### src/rtl/bus_slave_port_if.sv
// ---------------------------------------------------------------------------
// bus_slave_port_if
//   Bit-serial system bus between a command_processor (master) and one
//   bus_slave_port (slave).
//
//   Handshake: the master holds bus_valid high for the whole frame. It
//   presents one 2-bit beat on data_write per clock, MSB pair first. The
//   slave answers reads on data_read, one beat per clock, qualified by
//   read_valid. There is no back-pressure. A frame that loses bus_valid
//   before it completes is truncated (aborted).
//
//   Signals:
//     bus_valid  master -> slave  frame strobe
//     bus_rw     master -> slave  1 = write, 0 = read (first frame cycle only)
//     data_write master -> slave  address beats, then write-data beats
//     data_read  slave -> master  read-data beats (zero when not valid)
//     read_valid slave -> master  data_read carries a beat this cycle
// ---------------------------------------------------------------------------
interface bus_slave_port_if;
    logic       bus_valid;
    logic       bus_rw;
    logic [1:0] data_write;
    logic [1:0] data_read;
    logic       read_valid;

    modport master (
        output bus_valid,
        output bus_rw,
        output data_write,
        input  data_read,
        input  read_valid
    );

    modport slave (
        input  bus_valid,
        input  bus_rw,
        input  data_write,
        output data_read,
        output read_valid
    );
endinterface

### src/rtl/bus_slave_port.sv
// ---------------------------------------------------------------------------
// bus_slave_port
//   Slave endpoint of the 2-bit bit-serial bus. Write frames are deserialised
//   into a small register memory. Read frames return the addressed word one
//   beat per clock on the read lane.
//
//   Ports:
//     clk          system clock, rising edge
//     reset        asynchronous, active-high reset
//     bus          bus_slave_port_if.slave (bus_valid, bus_rw, data_write,
//                  data_read, read_valid)
//     wr_done      one-cycle pulse after a completed write
//     frame_abort  one-cycle pulse after a truncated frame
//     busy         high whenever the FSM is not IDLE
//     last_wdata   last word committed to memory
//     abort_count  saturating count of aborts (BUS_SLAVE_ABORT_CNT_EN only)
//     dbg_state_o  current FSM state, for debug and checkers
//
//   Optional feature macro: BUS_SLAVE_ABORT_CNT_EN adds the abort_count port.
// ---------------------------------------------------------------------------
module bus_slave_port #(
    parameter int DATA_WIDTH = 8,
    parameter int ADDR_WIDTH = 4,
    parameter int MEM_DEPTH  = 16
) (
    input  logic                  clk,
    input  logic                  reset,
    bus_slave_port_if.slave       bus,
    output logic                  wr_done,
    output logic                  frame_abort,
    output logic                  busy,
    output logic [DATA_WIDTH-1:0] last_wdata,
`ifdef BUS_SLAVE_ABORT_CNT_EN
    output logic [7:0]            abort_count,
`endif
    output logic [2:0]            dbg_state_o
);

    localparam int ADDR_BEATS = ADDR_WIDTH / 2;
    localparam int DATA_BEATS = DATA_WIDTH / 2;
    localparam int MAX_BEATS  = (ADDR_BEATS > DATA_BEATS) ? ADDR_BEATS : DATA_BEATS;
    localparam int CW         = $clog2(MAX_BEATS + 1);

    localparam logic [CW-1:0] ADDR_LAST = CW'(ADDR_BEATS - 1);
    localparam logic [CW-1:0] DATA_LAST = CW'(DATA_BEATS - 1);

    typedef enum logic [2:0] {
        S_IDLE  = 3'd0,
        S_ADDR  = 3'd1,
        S_WDATA = 3'd2,
        S_RWAIT = 3'd3,
        S_RDATA = 3'd4,
        S_GAP   = 3'd5
    } state_t;

    state_t                state_q, state_d;
    logic [CW-1:0]         cnt_q, cnt_d;
    logic [ADDR_WIDTH-1:0] addr_q, addr_d;
    logic [DATA_WIDTH-1:0] wsh_q, wsh_d;
    logic [DATA_WIDTH-1:0] rsh_q, rsh_d;
    logic                  rw_q, rw_d;
    logic                  wr_done_q, wr_done_d;
    logic                  abort_q, abort_d;
    logic [DATA_WIDTH-1:0] last_wdata_q;
    logic                  mem_we;
    logic [DATA_WIDTH-1:0] mem_q [MEM_DEPTH];

    // Next-state and datapath control. Losing bus_valid inside a frame
    // always wins over capturing or presenting a beat.
    always_comb begin
        state_d   = state_q;
        cnt_d     = cnt_q;
        addr_d    = addr_q;
        wsh_d     = wsh_q;
        rsh_d     = rsh_q;
        rw_d      = rw_q;
        wr_done_d = 1'b0;
        abort_d   = 1'b0;
        mem_we    = 1'b0;

        case (state_q)
            S_IDLE: begin
                if (bus.bus_valid) begin
                    rw_d   = bus.bus_rw;
                    addr_d = ADDR_WIDTH'({addr_q, bus.data_write});
                    if (ADDR_BEATS == 1) begin
                        cnt_d   = '0;
                        state_d = bus.bus_rw ? S_WDATA : S_RWAIT;
                    end else begin
                        cnt_d   = CW'(1);
                        state_d = S_ADDR;
                    end
                end
            end
            S_ADDR: begin
                if (!bus.bus_valid) begin
                    abort_d = 1'b1;
                    cnt_d   = '0;
                    state_d = S_IDLE;
                end else begin
                    addr_d = ADDR_WIDTH'({addr_q, bus.data_write});
                    if (cnt_q == ADDR_LAST) begin
                        cnt_d   = '0;
                        state_d = rw_q ? S_WDATA : S_RWAIT;
                    end else begin
                        cnt_d = cnt_q + CW'(1);
                    end
                end
            end
            S_WDATA: begin
                if (!bus.bus_valid) begin
                    abort_d = 1'b1;
                    cnt_d   = '0;
                    state_d = S_IDLE;
                end else begin
                    wsh_d = DATA_WIDTH'({wsh_q, bus.data_write});
                    if (cnt_q == DATA_LAST) begin
                        mem_we    = 1'b1;
                        wr_done_d = 1'b1;
                        cnt_d     = '0;
                        state_d   = S_GAP;
                    end else begin
                        cnt_d = cnt_q + CW'(1);
                    end
                end
            end
            S_RWAIT: begin
                if (!bus.bus_valid) begin
                    abort_d = 1'b1;
                    state_d = S_IDLE;
                end else begin
                    rsh_d   = mem_q[addr_q];
                    cnt_d   = '0;
                    state_d = S_RDATA;
                end
            end
            S_RDATA: begin
                if (!bus.bus_valid) begin
                    abort_d = 1'b1;
                    cnt_d   = '0;
                    state_d = S_IDLE;
                end else begin
                    rsh_d = DATA_WIDTH'({rsh_q, 2'b00});
                    if (cnt_q == DATA_LAST) begin
                        cnt_d   = '0;
                        state_d = S_GAP;
                    end else begin
                        cnt_d = cnt_q + CW'(1);
                    end
                end
            end
            S_GAP: begin
                // A strobe held past the frame end is not a new frame; the
                // master must drop it for at least one cycle first.
                if (!bus.bus_valid) begin
                    state_d = S_IDLE;
                end
            end
            default: state_d = S_IDLE;
        endcase
    end

    always_ff @(posedge clk or posedge reset) begin
        if (reset) begin
            state_q      <= S_IDLE;
            cnt_q        <= '0;
            addr_q       <= '0;
            wsh_q        <= '0;
            rsh_q        <= '0;
            rw_q         <= 1'b0;
            wr_done_q    <= 1'b0;
            abort_q      <= 1'b0;
            last_wdata_q <= '0;
            for (int i = 0; i < MEM_DEPTH; i++) begin
                mem_q[i] <= '0;
            end
        end else begin
            state_q   <= state_d;
            cnt_q     <= cnt_d;
            addr_q    <= addr_d;
            wsh_q     <= wsh_d;
            rsh_q     <= rsh_d;
            rw_q      <= rw_d;
            wr_done_q <= wr_done_d;
            abort_q   <= abort_d;
            if (mem_we) begin
                // wsh_d already holds the final beat shifted in.
                mem_q[addr_q] <= wsh_d;
                last_wdata_q  <= wsh_d;
            end
        end
    end

`ifdef BUS_SLAVE_ABORT_CNT_EN
    logic [7:0] abort_cnt_q;

    // Counts on the same edge that launches the frame_abort pulse.
    always_ff @(posedge clk or posedge reset) begin
        if (reset) begin
            abort_cnt_q <= 8'd0;
        end else if (abort_d && (abort_cnt_q != 8'hFF)) begin
            abort_cnt_q <= abort_cnt_q + 8'd1;
        end
    end

    assign abort_count = abort_cnt_q;
`endif

    // Read lane is driven straight from state so an abort or reset silences
    // it in the very cycle the state leaves RDATA.
    assign bus.read_valid = (state_q == S_RDATA);
    assign bus.data_read  = (state_q == S_RDATA) ? rsh_q[DATA_WIDTH-1 -: 2] : 2'b00;
    assign wr_done        = wr_done_q;
    assign frame_abort    = abort_q;
    assign busy           = (state_q != S_IDLE);
    assign last_wdata     = last_wdata_q;
    assign dbg_state_o    = state_q;

endmodule
### src/flat_wrapper.sv
// flat-port wrapper written by rule: the top's interface ports become plain ports
module bus_slave_port_flat 
#(
    parameter int DATA_WIDTH = 8,
    parameter int ADDR_WIDTH = 4,
    parameter int MEM_DEPTH  = 16
)
  (clk, reset, wr_done, frame_abort, busy, last_wdata, dbg_state_o, bus_bus_valid, bus_bus_rw, bus_data_write, bus_data_read, bus_read_valid);
  bus_slave_port_if bus_i ();
  input  logic clk;
  input  logic reset;
  output logic wr_done;
  output logic frame_abort;
  output logic busy;
  output logic [DATA_WIDTH-1:0] last_wdata;
  output logic [2:0] dbg_state_o;
  input wire logic [$bits(bus_i.bus_valid)-1:0] bus_bus_valid;
  input wire logic [$bits(bus_i.bus_rw)-1:0] bus_bus_rw;
  input wire logic [$bits(bus_i.data_write)-1:0] bus_data_write;
  output wire logic [$bits(bus_i.data_read)-1:0] bus_data_read;
  output wire logic [$bits(bus_i.read_valid)-1:0] bus_read_valid;
  assign bus_i.bus_valid = bus_bus_valid;
  assign bus_i.bus_rw = bus_bus_rw;
  assign bus_i.data_write = bus_data_write;
  assign bus_data_read = bus_i.data_read;
  assign bus_read_valid = bus_i.read_valid;
  bus_slave_port #(.DATA_WIDTH(DATA_WIDTH), .ADDR_WIDTH(ADDR_WIDTH), .MEM_DEPTH(MEM_DEPTH)) u_core (.clk(clk), .reset(reset), .bus(bus_i), .wr_done(wr_done), .frame_abort(frame_abort), .busy(busy), .last_wdata(last_wdata), .dbg_state_o(dbg_state_o));
endmodule
### config.mk
export PLATFORM = sky130hd
export DESIGN_NAME = bus_slave_port_flat
export DESIGN_NICKNAME = d
export VERILOG_FILES = /design/src/rtl/bus_slave_port_if.sv /design/src/rtl/bus_slave_port.sv /design/src/flat_wrapper.sv
export SDC_FILE = /design/constraint.sdc
export NUM_CORES = 1
export LEC_CHECK = 0
export BUFFER_PORTS_ARGS = -buffer_cell sky130_fd_sc_hd__buf_2
export CAP_MARGIN = 15
export CORE_MARGIN = 3
export CORE_UTILIZATION = 45
export DETAILED_ROUTE_END_ITERATION = 12
export PLACE_DENSITY = 0.7
export SYNTH_ARGS = -nofsm -noshare
export SYNTH_HDL_FRONTEND = slang
export SYNTH_SLANG_ARGS = --single-unit
### constraint.sdc
create_clock -name clk -period 5.8 [get_ports clk]
set_input_delay 0.58 -clock clk [delete_from_list [all_inputs] [get_ports clk]]
set_output_delay 0.58 -clock clk [all_outputs]
set_load 0.01 [all_outputs]
# Word level (Yosys, flattened, before mapping)
# Index checks and enable logic that the tools add are counted.
dict set report word_totals {
  reg_bits 165
  latchBits 0
  ramBits 0
  romBits 0
  inputBits 6
  out_inout_bits 17
  word_cells 87
  mem_count 0
}
dict set report op_classes {
  n_addsub 1
  n_mul 0
  n_div 0
  magnitude_cmp 2
  n_eq_ne 13
  n_shift 0
  n_mux 32
  bitwise 1
  n_reduce_logical 13
}
# op n
set op_table {}
lappend op_table {{128-bit bitwise mux} 1}
lappend op_table {{8-bit two-way mux} 7}
lappend op_table {{3-bit two-way mux} 12}
lappend op_table {{8-bit binary-select mux with 4-bit select} 1}
lappend op_table {{8-bit demux with 4-bit select} 1}
lappend op_table {{8-bit case mux with 2 select lines} 1}
lappend op_table {{3-bit case mux with 5 select lines} 1}
lappend op_table {{3-bit case mux with 4 select lines} 1}
lappend op_table {{3-bit by 2-bit equality test with 1-bit output, second input constant} 3}
lappend op_table {{2-bit != test, second input constant} 4}
lappend op_table {{3-bit by 1-bit equality test with 1-bit output, second input constant} 2}
lappend op_table {{3-bit equality test, second input constant} 2}
lappend op_table {{1-bit two-way mux} 6}
lappend op_table {{3-bit by 2-bit != test with 1-bit output, second input constant} 2}
lappend op_table {{3-bit AND reduction} 2}
lappend op_table {{5-bit >= comparator, second input constant} 1}
lappend op_table {{5-bit by 1-bit less-than comparator with 1-bit output, second input constant} 1}
lappend op_table {{4-bit inverter with 5-bit output} 1}
lappend op_table {{2-bit AND reduction} 2}
lappend op_table {{4-bit AND reduction} 1}
lappend op_table {{4-bit nonzero test} 1}
lappend op_table {{2-bit OR reduction} 2}
lappend op_table {{4-bit OR reduction} 1}
lappend op_table {{3-bit by 1-bit adder with 3-bit output, second input constant} 1}
lappend op_table {{5 further kinds} 5}

# Depth between registers and ports, before layout
# Gate-level depths: netlist of the first run.
dict set report depth {
  word_depth 6
  ltp_mapped 9
  mapped_depth_nobuf 6
}

# Worst setup path before layout of the first run
# No wires, ideal clock.
dict set report synth_timing {
  kind {input port to flip-flop}
  startpoint {input port bus_bus_valid}
  endpoint {register u_core.mem_q[120] in the netlist's numbering}
  setup_time_ns 0.125
  arrival_time_ns 1.889
  t_required_ns 5.675
  path_slack_ns 3.786
  stages 6
  path_buffers 2
  path_cell_list {and4bb_1 > buf_6 > nand3b_4 > or4_1 > buf_6 > mux2_4}
}
dict set report synth_between {
  elab_chain_cells 3
  elab_cells_between_ends 5
  cone_classes {mux (5)}
}
# element line
set synth_rtl {}
lappend synth_rtl {{start: declaration} flat_wrapper.sv:17} ;# input wire logic [$bits(bus_i.bus_valid)-1:0] bus_bus_valid;
lappend synth_rtl {{8-bit two-way mux} bus_slave_port.sv:111} ;# if (!bus.bus_valid) begin
lappend synth_rtl {{8-bit two-way mux} bus_slave_port.sv:81} ;# case (state_q)
lappend synth_rtl {{128-bit bitwise mux} bus_slave_port.sv:188} ;# mem_q[addr_q] <= wsh_d;
lappend synth_rtl {{end signal: indexed assignment} bus_slave_port.sv:188}
lappend synth_rtl {{end: declaration} bus_slave_port.sv:66} ;# logic [DATA_WIDTH-1:0] mem_q [MEM_DEPTH];
# Parallel ways exist; a longest one is shown, timed or not.
# A chain may end at the register's enable or synchronous reset.

# Worst setup path after layout of the first run
dict set report layout_timing {
  startpoint {register u_core.state_q[0], in the netlist u_core.dbg_state_o[0]}
  endpoint {register u_core.mem_q[21] in the netlist's numbering}
}
dict set report layout_between {
  elab_chain_cells 3
  elab_cells_between_ends 4
  cone_classes {eq/ne (1); mux (3)}
}
# element line
set layout_rtl {}
lappend layout_rtl {{start: declaration} bus_slave_port.sv:56} ;# state_t state_q, state_d;
lappend layout_rtl {{start signal: assignment} bus_slave_port.sv:178} ;# state_q <= state_d;
lappend layout_rtl {{3-bit by 2-bit equality test with 1-bit output *} bus_slave_port.sv:81}
lappend layout_rtl {{8-bit two-way mux} bus_slave_port.sv:81}
lappend layout_rtl {{128-bit bitwise mux} bus_slave_port.sv:188}
# Every way passes the cells marked *; elsewhere a longest branch is shown, timed or not.

==> results of run 1 <==
-- worst max-delay path, cell delays in order (launching register included) --
cell	delay, ns
dfrtp_1	0.63
and4bb_1	1.05
nand4b_1	1.05
o21ai_0	0.58
-- final cells by class --
cell class / count / area [sq um]
clock buffer: 19 / 452.9
clock inverter: 11 / 126.4
fill: 1422 / 8208
inverter: 15 / 61.31
multi-input combinational: 371 / 3241
sequential: 165 / 4130
tap: 220 / 275.3
timing repair buffer: 27 / 147.6
-- synth_stat cells, types with 4 or more instances --
master,count,area [sq um]
dfrtp_1,165,4129
a221oi_1,6,52.55
clkbuf_1,24,90.09
nor2_1,14,52.55
ha_1,4,50.05
mux2i_1,5,50.05
inv_1,13,48.80
buf_2,14,70.07
nor2b_1,5,31.28
mux2_4,8,120.1
buf_1,4,15.01
a21oi_1,20,100.1
and3_1,5,31.28
or3_1,7,43.79
mux2_2,78,878.3
nand2_1,61,229.0
o21ai_0,51,255.2
nand4_1,4,25.02
mux4_2,32,720.7
buf_4,4,30.03
a31oi_1,9,56.30
nor3b_1,4,30.03
a32oi_1,7,61.31
o21a_1,7,52.55
nand2b_1,6,37.54
-- flip-flops by register name, indices dropped and copies added, names as in the netlist --
name and count:
u_core.addr_q 4, u_core.cnt_q 3, u_core.dbg_state_o 3, u_core.frame_abort 1, u_core.last_wdata 8, u_core.mem_q 128, u_core.rsh_q 8, u_core.rw_q 1
u_core.wr_done 1, u_core.wsh_q 8
-- cell families after synthesis --
kind of cell | after synthesis | share of synthesized area (%)
adders and majority gates | 5 | 0.7836
xor gates and xnor gates | 1 | 0.1143
and+or+nand+nor | 127 | 8.864
muxes | 126 | 23.73
buffers and inverters | 64 | 3.853
DFF | 165 | 53.87
AOI/OAI and AO/OA | 112 | 8.782
-- worst paths after layout --
kind                                        endpoint             startpoint  slack, ns  cells past startpoint
worst max-delay path                u_core.mem_q[21]  u_core.dbg_state_o[0]       2.34                      3
worst min-delay path            u_core.last_wdata[2]                  reset       0.35                      2
worst max register to register      u_core.mem_q[21]  u_core.dbg_state_o[0]       2.34                      3
worst min register to register      u_core.mem_q[42]       u_core.mem_q[42]       0.48                      2
max in group asynchronous          u_core.mem_q[127]                  reset       4.07                      3
min in group clk                         u_core.rw_q             bus_bus_rw       0.39                      2
-- metrics by stage --
step	setup WS, ns	hold WS [ns]	instance area [sq um]
2_1_floorplan	0.7583	0.4446	7665
5_1_grt	2.165	0.3825	8434
3_5_place_dp	2.436	0.4698	7855
4_1_cts	2.410	0.3771	8434
3_3_place_gp	2.533	0.4578	7855
6_report	2.341	0.3480	8434
-- power by group through the flow --
stage | logic [W] | registers, W | clock network (W)
finish | 0.000789 | 0.00141 | 0.00112
detailed placement | 0.000783 | 0.00142 | 0
global route | 0.000860 | 0.00142 | 0.00119
floorplan | 0.000651 | 0.00132 | 0
CTS | 0.000785 | 0.00140 | 0.00113
global placement | 0.000772 | 0.00141 | 0
-- metal layers --
metal  global-route usage, %  share of wire [%]  up-vias
met5                       0              0.036        -
li1                        -                  -     2174
met1                   30.45                 43     2609
met3                   7.390                8.4       43
met2                   33.93                 46      216
met4                   8.399                2.6        2
==> results.md, run 1 <==
* Initial Util at 46.06%
* Critical Path Sink Type: flip-flop
* Int Pwr at 0.002181 W
* Logic pwr share at 23.8%
* Share of layout cells above drive strength 1 at 30.92%
* Seq/Total Area, Yosys at 53.87%
* Synth warn at 0
* Clk_lat worst skew at 0.44 ns
* Cts bufs inserted at 17
* F_max at 0.2891 GHz
* Antenna Cells at 0
* EDFF count, synth at 0
* Final hold vios at 0
* Sw Ratio at 34.26%
* Synth Cell Area at 0.007665 sq mm
* NetSw at 0.001136 W
* Overall Global Routing Usage at 22.46%
* Post-cts resize count at 0
* H-tree depth at 4
* Ys flop type: dfrtp_1
* Worst Clk Skew at 0.01260 ns
* Pre-antenna DRT Iters at 5
* Min-Delay Path Class: primary input to async pin
* CTS tree: done
* Final non-filler cell total at 828
* RSZ-0062 raised after global routing: no
* DP Wirelength at 11.99 mm
* Vias after detailed routing at 5,044
* Tmin final at 3.459 ns
* Routed wire length at 19.32 mm
* Worst-Margin Slew at 1.093 ns
* Final setup violation count at 0
* Global route overflow at 0
* Initial antenna violation count at 1
* Crit share post-route at 59.64%
* Mean Syn Cell Area at 12.77 sq um
* Crit path DAT at 3.76 ns
* Most common cell after layout, fill and taps aside: dfrtp_1
* Post-CTS setup buffer count at 0
* Syn Nets at 610
* Synth async-reset ratio at 100.0%
* Largest net degree at the start of global routing at 106
* Most frequent cells in the layout: dfrtp_1, mux2_2, nand2_1
* Crit Path Max Fanout at 24
* Final setup TNS at 0 ns
* Worst slew margin at 26.77%
* Post-detailed-route wirelength per cell at 23.34 um
* CTS hold repair buffers at 0
* Slew Viols, Final at 0
* Via count of the first global-routing pass at 5,228
* Sequential Power Share at 42.4%
* Outcome: completed
* Core Util, Final at 50.68%
* Core area at 0.01664 sq mm
* Row cnt at 47
* Ports at 23
* Gate Count Post-Synth at 600
* Max-Cap Viols at 0
* Residual DRC at 0
* Longest Clk Path Bufs at 2
* WS Path Type: flip-flop to flip-flop
* Clock root cell: clkbuf_16
* I/O Buffers at 22
* Seq cells post-synth at 165
* PD cells at 393.3 mW/mm^2
* Final ANT Viol Nets at 0
* Vias per inst at 6.092
* Clock sink count at 165
* First-pass GRT wire length at 30.57 mm
* Clk pin slew, worst setup/hold paths at 0.06 ns
* 1st-iter DRT viols at 498
* Synth cell types at 52
* Routability congestion estimate at 0.8149
* Type of element launching the critical path: flip-flop
* Area delta synth->final at 10.04%
* Total power at 0.003317 W
* Die height at 136.5 um
* Die area at 0.01864 sq mm
* Die Span X at 136.5 um
* Clock power frac at 33.8%
* Dpl cells at 798
* LEAKAGE at 3.895 nW
* Maximum vdd drop at 242.3 uV
* Nets@finish at 607
* Critical Path RT at 6.10 ns
Power figures use the tool's default switching activity.
==> run 2, diff against run 1 <==
==> constraint.sdc (replaced) <==
create_clock -name clk -period 3.3 [get_ports clk]
set_input_delay 0.33 -clock clk [delete_from_list [all_inputs] [get_ports clk]]
set_output_delay 0.33 -clock clk [all_outputs]
set_load 0.01 [all_outputs]
==> run 2 against run 1 <==
- the run now ends with hold timing left
- critical path depth increased by 2
- count of clock-buffer cells in the layout grew 2
- utilization increased by 1.0 points
- final cell count is 1.7% higher
- maximum frequency rose by 30%
- flip-flop and latch count did not move
- sequential power rose by 73%
- clock power is 90% higher
- combinational power is 89% higher
- design area rose by 2.0%
- non-clock buffer count is 12 higher
- critical path type unchanged
==> results.md, run 2 (same netlist as run 1, synthesis figures left out) <==
* Filler cells at 1,408 (-0.98%)
* Clock root cell: clkbuf_16
* Core area at 0.01664 sq mm (unchanged)
* F_max at 0.3749 GHz (+30%)
* CTS tree: done
* WS Path Type: flip-flop to flip-flop
* 1st-iter DRT viols at 361 (-28%)
* Post-CTS setup buffer count at 0 (unchanged)
* Initial Util at 46.06% (unchanged)
* Longest Clk Path Bufs at 2 (unchanged)
* DP Wirelength at 11.99 mm (about the same)
* Area occupied by registers at 0.004130 sq mm (unchanged)
* Initial antenna violation count at 0 (-1)
* Max-Cap Viols at 0 (unchanged)
* First-pass GRT wire length at 28.53 mm (-6.7%)
* Failing checks: hold timing
* Critical Path RT at 3.60 ns (-2.50 ns)
* Clk pin slew, worst setup/hold paths at 0.07 ns (about the same)
* Most common cell after layout, fill and taps aside: dfrtp_1
* Post-detailed-route wirelength per cell at 21.00 um (-10%)
* Fin area at 0.008601 sq mm (+2.0%)
* Nets@finish at 619 (+2.0%)
* Die height at 136.5 um (unchanged)
* Worst slew margin at 42.49% (+16 points)
* Overall Global Routing Usage at 20.41% (-2.1 points)
* Critical Path Sink Type: flip-flop
* Worst-Margin Slew at 0.8627 ns (-0.2300 ns)
* Min-Delay Path Class: primary input to async pin
* Ports at 23 (unchanged)
* I/O Buffers at 22 (unchanged)
* Die Span X at 136.5 um (unchanged)
* Row cnt at 47 (unchanged)
* Antenna Cells at 0 (unchanged)
* Final hold vios at 11 (+11)
* Final setup violation count at 0 (unchanged)
* CTS hold repair buffers at 0 (unchanged)
* DP Area at 0.007956 sq mm (+1.3%)
* Area delta synth->final at 12.21%
* Crit path DAT at 2.97 ns (-0.79 ns)
* Hold Slack at -0.005249 ns (-0.3532 ns)
* Via count of the first global-routing pass at 5,088 (-2.7%)
* Post-cts resize count at 0 (unchanged)
* Crit share post-route at 80.82% (+21 points)
* Die area at 0.01864 sq mm (unchanged)
* Final ANT Viol Nets at 0 (unchanged)
* Routability congestion estimate at 0.8983 (+10%)
* Clock sink count at 165 (unchanged)
* Tmin final at 2.667 ns (-0.7922 ns)
* Slew Viols, Final at 0 (unchanged)
* Share of layout cells above drive strength 1 at 32.32% (+1.4 points)
* Final setup TNS at 0 ns (unchanged)
* Most frequent cells in the layout: dfrtp_1, mux2_2, nand2_1
* Vias per inst at 5.863 (-3.7%)
* Type of element launching the critical path: flip-flop
* Pre-antenna DRT Iters at 5 (unchanged)
* Residual DRC at 0 (unchanged)
* Largest Register: u_core.mem_q
* Vias after detailed routing at 4,937 (-2.1%)
* PD cells at 705.5 mW/mm^2 (+79%)
* Clk_lat worst skew at 0.43 ns (about the same)
* RSZ-0062 raised after global routing: no
* Worst Clk Skew at 0.009694 ns (-0.002909 ns)
* Maximum vdd drop at 537.2 uV (+120%)
* Crit Path Max Fanout at 21 (-13%)
* Routed wire length at 17.68 mm (-8.5%)
* Largest net degree at the start of global routing at 91 (-14%)
* Cts bufs inserted at 17 (unchanged)
* Largest register FFs at 128 (unchanged)
* Outcome: finished, violations left
* Global route overflow at 0 (unchanged)
* H-tree depth at 4 (unchanged)
* Multi-input logic area at 0.003241 sq mm (unchanged)
* LEAKAGE at 3.983 nW (+2.3%)
-- run 2: final timing paths --
path                                          end  depth (start not counted)  slack (ns)                   from
worst max-delay path            u_core.mem_q[103]                          5        0.63  u_core.dbg_state_o[2]
worst min-delay path             u_core.addr_q[2]                          2      -0.005                  reset
worst max register to register  u_core.mem_q[103]                          5        0.63  u_core.dbg_state_o[2]
worst min register to register   u_core.mem_q[48]                          2        0.48       u_core.mem_q[48]
max in group asynchronous        u_core.mem_q[78]                          3        2.44                  reset
min in group clk                      u_core.rw_q                          2        0.15             bus_bus_rw
-- run 2: worst max-delay path: stages (launching register included) --
cell and delay, ns:
dfrtp_1 0.56, and4bb_1 0.42, buf_4 0.31, nand3_4 0.15, nor3_2 0.69, mux2_2 0.42
-- run 2: final cells by class --
| class | instances | share of cell area [%] |
|---|---|---|
| sequential | 165 | 48.02 |
| clock inverter | 11 | 2.022 |
| tap | 220 | 3.200 |
| multi-input combinational | 371 | 37.68 |
| clock buffer | 21 | 5.470 |
| inverter | 15 | 0.6983 |
| timing repair buffer | 39 | 2.910 |
-- run 2: stage by stage --
stage	setup slack [ns]	std cells	util (%)	hold WS, ns	power (W)
after floorplan	0.8712	600	-	0.4446	0.003467
after global placement	0.6995	810	47.81	0.4410	0.003908
after detailed placement	0.6667	810	47.81	0.4493	0.003969
after CTS	0.6481	842	51.68	0.001693	0.006099
after global routing	0.5010	842	51.68	0.02674	0.006346
final	0.6328	842	51.68	-0.005249	0.006068
-- run 2: metal layers --
layer / GRT usage (%) / routed length [um] / up-vias
met4: 6.551 / 477 / 0
li1: - / - / 2194
met2: 33.90 / 8813 / 156
met3: 4.559 / 970 / 34
met5: 0 / 0 / -
met1: 26.81 / 7418 / 2553
-- run 2: report_power, final --
part	switching (W)	total, W	internal (W)	leakage, nW
logic	0.000920	0.00149	0.000570	1.43
clock network	0.000805	0.00213	0.00133	0.305
registers	0.000262	0.00244	0.00218	2.25
